**src/rtl/bcd_bin_if.sv**
```systemverilog
// Handshake and data bundle for the BCD-to-binary sequencer.
//   start  : conversion request (master -> slave)
//   bcd_in : packed BCD digits, MSD in the top nibble (master -> slave)
//   binary : converted result (slave -> master)
//   busy   : conversion in progress (slave -> master)
//   done   : one-cycle result-valid pulse (slave -> master)
//   err    : input held a nibble > 9 (slave -> master)
interface bcd_bin_if #(
    parameter int DIGITS = 4,
    parameter int BIN_W  = 14
);
    logic                  start;
    logic [4*DIGITS-1:0]   bcd_in;
    logic [BIN_W-1:0]      binary;
    logic                  busy;
    logic                  done;
    logic                  err;

    modport master (output start, output bcd_in,
                    input  binary, input busy, input done, input err);
    modport slave  (input  start, input bcd_in,
                    output binary, output busy, output done, output err);
endinterface

```
**src/rtl/bcd_bin_seq.sv**
```systemverilog
// Sequential BCD-to-binary converter (reverse double dabble), one bit per clock.
// Ports:
//   clk   : system clock, rising edge
//   rst_n : asynchronous active-low reset
//   bus   : bcd_bin_if slave (start/bcd_in in; binary/busy/done/err out)
//
// state | meaning
// ------+---------------------------------------------------------------
// IDLE  | waiting for start; latches bcd_in and checks digit validity
// SHIFT | one shift-right + subtract-3 iteration per clock, BIN_W total
// DONE  | publishes binary/err, pulses done on the following cycle
module bcd_bin_seq #(
    parameter int DIGITS = 4,
    parameter int BIN_W  = 14,
    parameter int CNT_W  = 4
) (
    input  logic     clk,
    input  logic     rst_n,
    bcd_bin_if.slave bus
);
    localparam int BCD_W = 4 * DIGITS;
    localparam int SR_W  = BCD_W + BIN_W;

    typedef enum logic [1:0] {
        IDLE  = 2'd0,
        SHIFT = 2'd1,
        DONE  = 2'd2
    } state_t;

    state_t             state, state_nxt;
    logic [SR_W-1:0]    sr, sr_nxt;
    logic [CNT_W-1:0]   cnt, cnt_nxt;
    logic [BIN_W-1:0]   bin_q, bin_nxt;
    logic               busy_q, busy_nxt;
    logic               done_q, done_nxt;
    logic               err_q, err_nxt;
    logic               bad_q, bad_nxt;

    logic [SR_W-1:0]    shifted;
    logic [SR_W-1:0]    stepped;
    logic               any_bad;

    // One iteration: shift, then correct every BCD nibble that went >= 8.
    // The correction never borrows because it only applies to values 8..15.
    always_comb begin
        shifted = sr >> 1;
        stepped = shifted;
        for (int i = 0; i < DIGITS; i++) begin
            if (shifted[BIN_W + 4*i + 3])
                stepped[BIN_W + 4*i +: 4] = shifted[BIN_W + 4*i +: 4] - 4'd3;
        end
    end

    always_comb begin
        any_bad = 1'b0;
        for (int i = 0; i < DIGITS; i++) begin
            if (bus.bcd_in[4*i +: 4] > 4'd9)
                any_bad = 1'b1;
        end
    end

    always_comb begin
        state_nxt = state;
        sr_nxt    = sr;
        cnt_nxt   = cnt;
        bin_nxt   = bin_q;
        busy_nxt  = busy_q;
        done_nxt  = 1'b0;
        err_nxt   = err_q;
        bad_nxt   = bad_q;
        case (state)
            IDLE: begin
                if (bus.start) begin
                    sr_nxt  = {bus.bcd_in, {BIN_W{1'b0}}};
                    cnt_nxt = '0;
                    if (any_bad) begin
                        bad_nxt   = 1'b1;
                        state_nxt = DONE;
                    end else begin
                        bad_nxt   = 1'b0;
                        busy_nxt  = 1'b1;
                        state_nxt = SHIFT;
                    end
                end
            end
            SHIFT: begin
                sr_nxt  = stepped;
                cnt_nxt = cnt + CNT_W'(1);
                if (cnt == CNT_W'(BIN_W - 1)) begin
                    busy_nxt  = 1'b0;
                    state_nxt = DONE;
                end
            end
            DONE: begin
                // done is registered here so it becomes visible in the
                // following IDLE cycle, never overlapping busy.
                done_nxt  = 1'b1;
                busy_nxt  = 1'b0;
                if (bad_q) begin
                    bin_nxt = '0;
                    err_nxt = 1'b1;
                end else begin
                    bin_nxt = sr[BIN_W-1:0];
                    err_nxt = 1'b0;
                end
                state_nxt = IDLE;
            end
            default: state_nxt = IDLE;
        endcase
    end

    always_ff @(posedge clk or negedge rst_n) begin
        if (!rst_n) begin
            state  <= IDLE;
            sr     <= '0;
            cnt    <= '0;
            bin_q  <= '0;
            busy_q <= 1'b0;
            done_q <= 1'b0;
            err_q  <= 1'b0;
            bad_q  <= 1'b0;
        end else begin
            state  <= state_nxt;
            sr     <= sr_nxt;
            cnt    <= cnt_nxt;
            bin_q  <= bin_nxt;
            busy_q <= busy_nxt;
            done_q <= done_nxt;
            err_q  <= err_nxt;
            bad_q  <= bad_nxt;
        end
    end

    assign bus.binary = bin_q;
    assign bus.busy   = busy_q;
    assign bus.done   = done_q;
    assign bus.err    = err_q;
endmodule

```
**src/flat_wrapper.sv**
```systemverilog
// flat-port wrapper written by rule: the top's interface ports become plain ports
module bcd_bin_seq_flat 
#(
    parameter int DIGITS = 4,
    parameter int BIN_W  = 14,
    parameter int CNT_W  = 4
)
  (clk, rst_n, bus_start, bus_bcd_in, bus_binary, bus_busy, bus_done, bus_err);
  bcd_bin_if #(.DIGITS(DIGITS), .BIN_W(BIN_W)) bus_i ();
  input  logic clk;
  input  logic rst_n;
  input wire logic [$bits(bus_i.start)-1:0] bus_start;
  input wire logic [$bits(bus_i.bcd_in)-1:0] bus_bcd_in;
  output wire logic [$bits(bus_i.binary)-1:0] bus_binary;
  output wire logic [$bits(bus_i.busy)-1:0] bus_busy;
  output wire logic [$bits(bus_i.done)-1:0] bus_done;
  output wire logic [$bits(bus_i.err)-1:0] bus_err;
  assign bus_i.start = bus_start;
  assign bus_i.bcd_in = bus_bcd_in;
  assign bus_binary = bus_i.binary;
  assign bus_busy = bus_i.busy;
  assign bus_done = bus_i.done;
  assign bus_err = bus_i.err;
  bcd_bin_seq #(.DIGITS(DIGITS), .BIN_W(BIN_W), .CNT_W(CNT_W)) u_core (.clk(clk), .rst_n(rst_n), .bus(bus_i));
endmodule
```
**config.mk**
```make
export PLATFORM = sky130hd
export DESIGN_NAME = bcd_bin_seq_flat
export DESIGN_NICKNAME = d
export VERILOG_FILES = /design/src/rtl/bcd_bin_if.sv /design/src/rtl/bcd_bin_seq.sv /design/src/flat_wrapper.sv
export SDC_FILE = /design/constraint.sdc
export NUM_CORES = 1
export LEC_CHECK = 0
export CAP_MARGIN = 20
export CORE_ASPECT_RATIO = 0.8
export CORE_MARGIN = 2
export CORE_UTILIZATION = 30
export DETAILED_ROUTE_END_ITERATION = 10
export GPL_TIMING_DRIVEN = 1
export PLACE_DENSITY = 0.6
export SLEW_MARGIN = 20
export SYNTH_ARGS = -nofsm -noshare
export SYNTH_HDL_FRONTEND = slang
export SYNTH_SLANG_ARGS = --single-unit
```
**constraint.sdc**
```tcl
create_clock -name clk -period 4.3 [get_ports clk]
set_input_delay 1.29 -clock clk [delete_from_list [all_inputs] [get_ports clk]]
set_output_delay 1.29 -clock clk [all_outputs]
set_load 0.01 [all_outputs]
```
==> summary.md <==
| Metric | Value |
|---|---|
| Layout cells sized above 1 | 0.0714 |
| Vias in the first global route | between 1500 and 2000 |
| Most frequent cell after synthesis | dfrtp_1 |
| CTS resizes | 0 |
| Cell internal pwr | ~1 mW |
| Sequential fraction of the synthesis area | 0.519 |
| Initial drt markers | 49 |
| CP Data Arrival Time | about 3.1 ns |
| Drt pass-1 iters | 6 |
| Setup TNS | 0 ns |
| Crit path max fanout | 30 |
| Synth cell types | 37 |
| Sw power | roughly 0.56 mW |
| Highest clock rate | roughly 350 MHz |
| I/O Pins | 36 |
| Pin count of the biggest net entering global routing | 35 |
| Congestion Overflow GR | 0 |
| Switching Share | 0.364 |
| Clk pin slew, worst setup/hold paths | around 0.10 ns |
| Area growth, synth to finish | 19.7% |
| Req. time, crit path | 4.54 ns |
| Full die area | ~0.0094 mm² |
| Final setup violation count | 0 |
| Final Cycle Share | 0.666 |
| Routed WL | slightly above 5000 µm |
| Final core occ | 0.369 |
| Worst Hold Class | reg2reg |
| Worst VDD drop | ~170 µV |
| Max-cap violations | 0 |
| CTS root buf | clkbuf_8 |
| Status | finished, final reports clean |
| Worst slew margin | 0.382 |
| Crit path cell chain | clkdlybuf4s50_1, nand2_1, a21boi_2, buf_12, o21ai_0, a21oi_1 |
| WS Path Type | in2reg |
| Post-DP HPWL | 3560 µm |
| Crit path max-delay family | buffers and inverters |
| Fin. max-slew vios | 0 |
| CP max stage delay | 0.54 ns |
| Synth Register Bits | 54 |
| Max Root-Sink Buffers | 2 |
| Routed length per instance | around 13 µm |
| Initial Utilization | 0.308 |
| CTS buffer count | 5 |
| First-pass GRT wire length | ~9000 µm |
| CTS tree | done |
| Floorplan row count | 30 |
| Antenna diode count | 0 |
| Post-Syn Area | roughly 0.0026 mm² |
| Cell count after synthesis | between 200 and 300 |
| RSZ-0062 raised after global routing | no |
| Core area | between 0.008 and 0.009 mm² |
| Final #Nets | between 300 and 400 |
| EDFF count, synth | 0 |
| # clock sinks | 54 |
| Die X | about 110 µm |
| Worst-Margin Slew | between 0.9 and 1 ns |
| Period minus WS final | about 2.9 ns |
| Critical-path top delay cell | a21boi_2 |
| H-Tree Level Count | 2 |
| Worst Skew | 0.0229 ns |
| Fin. Hold Viols | 0 |
| # DRC | 0 |
| Die Ht | between 80 and 90 µm |
| Synth top cells by count | dfrtp_1, o21ai_0, nand2_1 |
| Sequential Power Share | 0.472 |
| Clock latency on the worst-skew pair | between 0.3 and 0.4 ns |
| Power share of the clock group | 0.195 |
| Critical path endpoint category | flop |
| CTS Hold Bufs | 0 |
| Number of I/O port buffers | 35 |
| Ys flop type | dfrtp_1 |
| CP startpoint kind | input pin |
| Antenna violations before repair | 0 |
| Avg Cell Area, Syn | between 10 and 15 µm² |
| Post-synth top area cell | dfrtp_1 |
| All-Layer GR Usage | 0.120 |
| Antenna viol nets, final | 0 |
| RePlAce Congestion | 0.762 |
| Ys async rst share | 1.00 |
| Post-Syn Nets | ~280 |
| Bufs and invs on worst path | 2 |
| Power share of the combinational group | 0.334 |
| Post CTS Setup Buffer Count | 0 |
| Power density cells | between 400 and 500 mW/mm² |
| Synth top area share | 0.519 |
| Top post-synthesis cells by area | dfrtp_1, o21ai_0, nand3b_1 |
| Via count | roughly 1900 |
| Leakage Power | 1.30 nW |
| YS warnings | 0 |
| Vias per inst | about 4.8 |
## placed cells by master, fill, tap and decap left out, types with 2 or more instances in the layout
cell,count
o22a_1,3
nand3b_1,15
clkdlybuf4s50_1,34
clkbuf_8,5
clkinv_4,2
o21ai_0,44
nand4_1,3
xnor2_1,6
a22o_1,10
inv_1,19
nor2_1,2
nand2b_1,4
a21oi_1,6
a22o_2,4
a21o_1,3
buf_4,2
ha_1,8
dfrtp_1,54
nand2_1,26
o22ai_1,4
mux2i_1,9
## cell type report
class | count | area [µm²]
sequential | 54 | 1350
tap | 112 | 140
clock buffer | 5 | 68.8
multi-input combinational | 161 | 1070
inverter | 19 | 71.3
timing repair buffer | 38 | 380
fill | 882 | 5330
clock inverter | 3 | 28.8
## layer usage
layer | GRT usage | vias to the layer above | wire (µm)
met5 | 0 | - | 0
met2 | 0.190 | 31 | 2220
met4 | 0.0338 | 0 | 43
met1 | 0.167 | 901 | 2730
li1 | - | 938 | -
met3 | 0.0269 | 5 | 170
## power by group through the flow
stage                     Clock [mW]  Combinational [mW]  Sequential, mW
after CTS                      0.312               0.518           0.731
after floorplan                    0               0.401           0.709
after global placement             0               0.504           0.737
final                          0.301               0.517           0.730
after global routing           0.337               0.585           0.750
after detailed placement           0               0.517           0.740
## flip-flops by register name (all words and copies together) (netlist names)
signal and cells:
u_core.sr 30, u_core.bus.binary 14, u_core.cnt 4, u_core.state 2, u_core.bad_q 1, u_core.bus.busy 1, u_core.bus.done 1, u_core.bus.err 1
## stage by stage
stage / cell area, µm² / power, mW / setup slack, ns / hold slack (ns) / instances
2_1_floorplan: 2600 / 1.11 / 2.04 / 0.450 / 250
3_3_place_gp: 3020 / 1.24 / 1.19 / 0.465 / 384
3_5_place_dp: 3020 / 1.26 / 1.14 / 0.478 / 384
4_1_cts: 3110 / 1.56 / 1.47 / 0.501 / 392
5_1_grt: 3110 / 1.67 / 1.30 / 0.530 / 392
6_report: 3110 / 1.55 / 1.43 / 0.495 / 392
## worst register-to-register path, cell delays in order, from the launching register on
cell      delay (ns)
dfrtp_1         0.38
inv_1           0.08
ha_1            0.33
nand2_1         0.25
a21boi_2        0.54
buf_12          0.25
o21ai_0         0.09
a21oi_1         0.14
## kinds of logic after synthesis
logic type	after synthesis	share of synthesized area
AOI/OAI and AO/OA	80	0.194
xor gates and xnor gates	6	0.0202
adders and majority gates	8	0.0385
buffers and inverters	35	0.0683
DFF	54	0.519
muxes	10	0.0390
and+or+nand+nor	57	0.120
## worst paths after layout
path                       slack [ns]  cells past startpoint            start                    end
max                              1.43                      6        bus_start          u_core.sr[21]
min                              0.50                      2    u_core.sr[27]          u_core.sr[27]
max reg2reg                      2.17                      7  u_core.state[0]          u_core.sr[21]
min reg2reg                      0.50                      2    u_core.sr[27]          u_core.sr[27]
max in group asynchronous        2.50                      2            rst_n  u_core.bus.binary[13]
min in group asynchronous        1.04                      1            rst_n   u_core.bus.binary[5]
No activity file was read; power rests on OpenSTA's default activity.
